$ cat config.mk
export PLATFORM = sky130hd
export DESIGN_NAME = bram_port_arbiter
export DESIGN_NICKNAME = d
export VERILOG_FILES = /design/src/rtl/bram_port_arbiter_pkg.sv /design/src/rtl/bram_port_arbiter.sv
export SDC_FILE = /design/constraint.sdc
export NUM_CORES = 1
export LEC_CHECK = 0
export CORE_AREA = 2 2 59 61
export DETAILED_ROUTE_END_ITERATION = 10
export DIE_AREA = 0 0 61 63
export DONT_BUFFER_PORTS = 1
export RECOVER_POWER = 50
export SLEW_MARGIN = 20
export SYNTH_ARGS = -nofsm -noshare
export SYNTH_HDL_FRONTEND = slang
export SYNTH_SLANG_ARGS = --single-unit
$ cat constraint.sdc
create_clock -name clk -period 2.3 [get_ports clk]
set_input_delay 0.46 -clock clk [delete_from_list [all_inputs] [get_ports clk]]
set_output_delay 0.46 -clock clk [all_outputs]
set_load 0.05 [all_outputs]
$ cat src/rtl/bram_port_arbiter_pkg.sv
// rtl/bram_port_arbiter_pkg.sv - shared widths, requester index encoding and arbitration helper
package bram_port_arbiter_pkg;

    localparam int ADDR_W_DEF = 10;
    localparam int DATA_W_DEF = 16;
    localparam int CNT_W      = 16;

    typedef enum logic {
        REQ_IDX_0 = 1'b0,
        REQ_IDX_1 = 1'b1
    } req_idx_e;

    // Winner of a conflict: fixed priority favours requester 0, otherwise
    // the requester that did not get the previous grant.
    function automatic req_idx_e conflict_winner(input req_idx_e last_gnt,
                                                 input logic     fixed_prio);
        if (fixed_prio) begin
            return REQ_IDX_0;
        end
        return (last_gnt == REQ_IDX_0) ? REQ_IDX_1 : REQ_IDX_0;
    endfunction

endpackage

$ cat src/rtl/bram_port_arbiter.sv
// rtl/bram_port_arbiter.sv - two-requester arbiter in front of a single registered-read BRAM port
module bram_port_arbiter
    import bram_port_arbiter_pkg::*;
#(
    parameter int ADDR_W     = ADDR_W_DEF,
    parameter int DATA_W     = DATA_W_DEF,
    parameter int FIXED_PRIO = 0
) (
    input  logic              clk,
    input  logic              rst,
    input  logic              req0,
    input  logic              req1,
    input  logic              we0,
    input  logic              we1,
    input  logic [ADDR_W-1:0] addr0,
    input  logic [ADDR_W-1:0] addr1,
    input  logic [DATA_W-1:0] wdata0,
    input  logic [DATA_W-1:0] wdata1,
    output logic              gnt0,
    output logic              gnt1,
    output logic              rvalid0,
    output logic              rvalid1,
    output logic [DATA_W-1:0] rdata0,
    output logic [DATA_W-1:0] rdata1,
    output logic [ADDR_W-1:0] bram_addr,
    output logic [DATA_W-1:0] bram_data,
    output logic              bram_we,
    input  logic [DATA_W-1:0] bram_q,
    output logic [CNT_W-1:0]  conflict_cnt
);

    req_idx_e             last_gnt_q, last_gnt_d;
    logic                 rd_pend_q, rd_pend_d;
    req_idx_e             rd_owner_q, rd_owner_d;
    logic [CNT_W-1:0]     cnt_q, cnt_d;

    logic                 gnt_valid;
    req_idx_e             gnt_idx;
    logic                 gnt_we;
    logic                 conflict;

    assign conflict = req0 && req1;

    // Grants are forced low while reset is held so nothing reaches the BRAM.
    always_comb begin
        gnt_valid = 1'b0;
        gnt_idx   = REQ_IDX_0;
        if (rst) begin
            if (conflict) begin
                gnt_valid = 1'b1;
                gnt_idx   = conflict_winner(last_gnt_q, FIXED_PRIO != 0);
            end else if (req0) begin
                gnt_valid = 1'b1;
                gnt_idx   = REQ_IDX_0;
            end else if (req1) begin
                gnt_valid = 1'b1;
                gnt_idx   = REQ_IDX_1;
            end
        end
    end

    assign gnt0      = gnt_valid && (gnt_idx == REQ_IDX_0);
    assign gnt1      = gnt_valid && (gnt_idx == REQ_IDX_1);
    assign gnt_we    = (gnt_idx == REQ_IDX_1) ? we1 : we0;
    assign bram_addr = (gnt_idx == REQ_IDX_1) ? addr1 : addr0;
    assign bram_data = (gnt_idx == REQ_IDX_1) ? wdata1 : wdata0;
    assign bram_we   = gnt_valid && gnt_we;

    always_comb begin
        last_gnt_d = last_gnt_q;
        rd_pend_d  = gnt_valid && !gnt_we;
        rd_owner_d = gnt_idx;
        cnt_d      = cnt_q;
        if (gnt_valid) begin
            last_gnt_d = gnt_idx;
        end
        if (conflict && (cnt_q != {CNT_W{1'b1}})) begin
            cnt_d = cnt_q + 1'b1;
        end
    end

    // last_gnt resets to requester 1 so requester 0 wins the first conflict.
    always_ff @(posedge clk) begin
        if (!rst) begin
            last_gnt_q <= REQ_IDX_1;
            rd_pend_q  <= 1'b0;
            rd_owner_q <= REQ_IDX_0;
            cnt_q      <= '0;
        end else begin
            last_gnt_q <= last_gnt_d;
            rd_pend_q  <= rd_pend_d;
            rd_owner_q <= rd_owner_d;
            cnt_q      <= cnt_d;
        end
    end

    // A read granted just before reset must not surface while reset is low.
    assign rvalid0      = rst && rd_pend_q && (rd_owner_q == REQ_IDX_0);
    assign rvalid1      = rst && rd_pend_q && (rd_owner_q == REQ_IDX_1);
    assign rdata0       = bram_q;
    assign rdata1       = bram_q;
    assign conflict_cnt = cnt_q;

endmodule
[Word-level counts from Yosys, hierarchy flattened]
Cells that the tools add are included.
Cells by class
  add/sub/neg operators: 1
  equal/unequal tests: 1
  mux-type cells: 11
  bitwise gates (word level): 2
  reductions and logical operators: 10
Operators with widths (count)
  adder 16 x 1 -> 16 bit, second input constant: 1
  2-to-1 mux 16 bit: 1
  != test 16 bit, second input constant: 1
  2-to-1 mux 10 bit: 1
  logical AND 1 bit: 9
  2-to-1 mux 1 bit: 9
  inverter 1 bit: 2
  logical NOT 1 bit: 1
Word-level totals
  register bits after elaboration: 19
  input port bits: 74
  output and inout port bits: 79

[Logic depth before layout (Yosys ltp)]
  depth after elaboration: 7
  depth in mapped cells: 7

[Worst setup path before layout]
OpenSTA, ideal clock, no wires.
  path type: input-to-output
  from: input rst
  to: output bram_we
  arrival: 1.768 ns
  path slack: 0.072 ns
  stages: 4
  buffers on the path: 2
  path through: clkbuf_1 > clkinv_1 > clkbuf_1 > nor2_1
Between the ends
  word-level cells in the longest chain between the ends: 3
  elaborated cells between the ends (all ways): 4
  classes of those cells: mux (3); reduce/logical (1)
Ends and longest elaborated chain
  from (decl): RTL line bram_port_arbiter.sv:10  | input logic rst,
  2-to-1 mux 1 bit: RTL line bram_port_arbiter.sv:48  | if (rst) begin
  2-to-1 mux 1 bit: RTL line bram_port_arbiter.sv:64  | assign gnt_we = (gnt_idx == REQ_IDX_1) ? we1 : we0;
  logical AND 1 bit *: RTL line bram_port_arbiter.sv:67  | assign bram_we = gnt_valid && gnt_we;
  to (decl): RTL line bram_port_arbiter.sv:27  | output logic bram_we,
Every way passes the cells marked *; elsewhere a longest branch is shown, timed or not.

[Worst setup path in the final report]
  from: register last_gnt_q
  to: output bram_data[15]
Between the ends
  word-level cells in the longest chain between the ends: 4
Ends and longest elaborated chain
  from (decl): RTL line bram_port_arbiter.sv:32  | req_idx_e last_gnt_q, last_gnt_d;
  from (signal assigned): RTL line bram_port_arbiter.sv:90  | last_gnt_q <= last_gnt_d;
  2-to-1 mux 1 bit: RTL line bram_port_arbiter_pkg.sv:20  | return (last_gnt == REQ_IDX_0) ? REQ_IDX_1 : REQ_IDX_0;
  2-to-1 mux 1 bit: RTL line bram_port_arbiter.sv:49  | if (conflict) begin
  2-to-1 mux 1 bit: RTL line bram_port_arbiter.sv:48
  2-to-1 mux 16 bit: RTL line bram_port_arbiter.sv:66  | assign bram_data = (gnt_idx == REQ_IDX_1) ? wdata1 : wdata0;
  to (decl): RTL line bram_port_arbiter.sv:26  | output logic [DATA_W-1:0] bram_data,
No other way between the ends.

==> metrics.txt <==
outcome=complete, no violations; Post-CTS Setup Bufs=0; Clock Latency Late Sink=0.30 ns; worst min-delay path class=primary input to flop; Post-synth EDFFs=0; die width=61 um; Post-DP Area=1485 um^2; Mapped Nets=254; xor/xnor cell area share of the yosys netlist=0%; Compound-Gate Fraction of Synth Area=13.28%; n_diodes=0; RSZ-0062 raised after global routing=false; top cells by count, synth=buf_4 (32), mux2_2 (26), dfxtp_1 (19); Num CTS Buffers=3; number of synthesized register bits=19; mean routed wirelength per cell=21.49 um; fin crit share=92.64%; total die area=3843 um^2; CP max FO=28; Crit Path Class=flop to output port; layout cells sized above 1=28.14%; Tot Pwr=756.1 uW; Max Fclk=469.3 MHz; sequential cell area in the final layout=380.4 um^2; Clock Sinks=19; Final Max Slew Viols=0; Placer Congestion=0.7883; Final HPWL DP=3755 um; vias in the first global route=1283; max-cap violation count=0; CTS root buffer=clkbuf_4; Synth top area share=25.08%; Sum Neg Setup Slack=0 ns; async set-reset flop share out of synthesis=0%; YS warnings=0; Final ANT Viol Nets=0; simple-gate share of the synthesized area=21.95%; WP data required=1.84 ns; largest vdd supply drop=0.0001780 V; Slew HR=45.40%; Area growth syn-to-layout=-2.558%; via/cell ratio=6.319; synthesized area=1516 um^2; Post-Route Skew=0.006497 ns; largest family of logic cells by synthesized area=simple AND/OR/NAND/NOR gates; gr usage total=22.90%; CTS Buffer Depth=2; IO Pins=153; # setup viols final=0; Finished Cell Area=1478 um^2; adder-cell share of the synthesized area=0.8251%; area of the core=3232 um^2; Synth Flop Type=dfxtp_1; Mean Syn Cell Area=8.472 um^2; CP startpoint kind=flop; Arr. time, crit path=1.67 ns; 1st-iter DRT viols=129; TritonCTS clock tree=built; Overflow after GRT=0; Leak=0.0004949 uW; PwrDens=511.7 nW/um^2; Worst Tran Pin Value=0.8191 ns; minimum clock period=2.131 ns; Initial Util=46.92%; initial antenna violation count=0; area of the multi-input gates=855.8 um^2; Clock Pin Slew Worst Setup and Hold Paths=0.12 ns; post-synthesis mux area share=19.97%; pin count of the biggest net entering global routing=29; H-tree depth=1; DRC violations left=0; register area share after synthesis=25.08%; Die Span Y=63 um; largest area contributor in the netlist=dfxtp_1; num rows=21; Setup crit end kind=output port; Final Hold Vio Count=0; port buffer count=0; post-synth cell types=32; Filler cells=343; routed via count=1346; first-pass GRT wire length=6603 um; top post-synthesis cells by area=dfxtp_1 (25%), mux2_2 (19%), buf_4 (16%); count leader, synth=buf_4; fin nets=243; routed wire length=4577 um; drt pass-1 iters=6; Mapped Cells=179
-- stage by stage --
step	worst slack [ns]	instances	hold slack, ns	utilization (%)
floorplan	0.07237	179	0.4564	-
global placement	0.3331	209	0.4687	45.95
detailed placement	0.2958	209	0.4808	45.95
CTS	0.1134	213	0.2282	46.77
global route	0.03741	213	0.2145	45.72
finish	0.1692	213	0.2241	45.72
-- area by class of cell --
class                   instances  share of cell area [%]
repair buffers                 23                   9.399
clock buffers                   4                   1.778
well taps                      46                   3.895
multi-input cells             116                   57.92
inverters                       5                   1.270
flip-flops and latches         19                   25.74
-- flip-flops by register name (all words and copies together), names as in the netlist --
register      cells
last_gnt_q        1
rd_owner_q        1
conflict_cnt     16
rd_pend_q         1
-- worst max-delay path, cell delays in order (launching register included) --
cell and delay, ns:
dfxtp_1 0.34, a21boi_0 0.28, nand2_1 0.11, buf_6 0.19, mux2_2 0.43
-- metal layers --
layer / part of all wire, % / GRT usage [%] / up-vias
met3: 13 / 13.04 / 4
met1: 35 / 25.13 / 621
met4: 0.76 / 4.076 / 0
li1: - / - / 610
met2: 51 / 38.17 / 111
met5: 0 / 0 / -
-- placed cells by master, fill, tap and decap left out, drive strengths merged, types with 2 or more instances in the layout --
cell type,instances
nor2,3
nand4,7
nor4,3
dfxtp,19
o21ai,5
a21oi,15
nand2,10
or3,4
buf,13
inv,4
and4,2
mux2,26
o31ai,9
clkbuf,14
nand3b,2
nand2b,4
and3,2
or4,9
nor3,2
nand3,6
-- repair_timing --
item	in CTS	in global routing
endpoints found under the setup margin	0	4
hold buffers	0	0
gates resized for setup	0	1
-- cells by family after synthesis --
| logic type | Yosys count |
|---|---|
| AO/OA/AOI/OAI | 33 |
| adder cells (fa/ha/maj) | 1 |
| buffers and inverters | 44 |
| flip-flops | 19 |
| multiplexers | 27 |
| AND/OR/NAND/NOR | 55 |
-- power by group --
group	internal, uW	switching (uW)
registers	334	3.89
clock network	67.5	109
logic	51.7	190
total	453	303
-- final timing paths --
| kind | from | to | slack [ns] | cells after the start |
|---|---|---|---|---|
| worst min register to register | last_gnt_q | last_gnt_q | 0.52 | 2 |
| worst max register to register | conflict_cnt[7] | conflict_cnt[8] | 0.30 | 4 |
| worst min-delay path | rst | last_gnt_q | 0.22 | 1 |
| worst max-delay path | last_gnt_q | bram_data[15] | 0.17 | 4 |
Note: power is estimated with default switching activity, not from simulation.
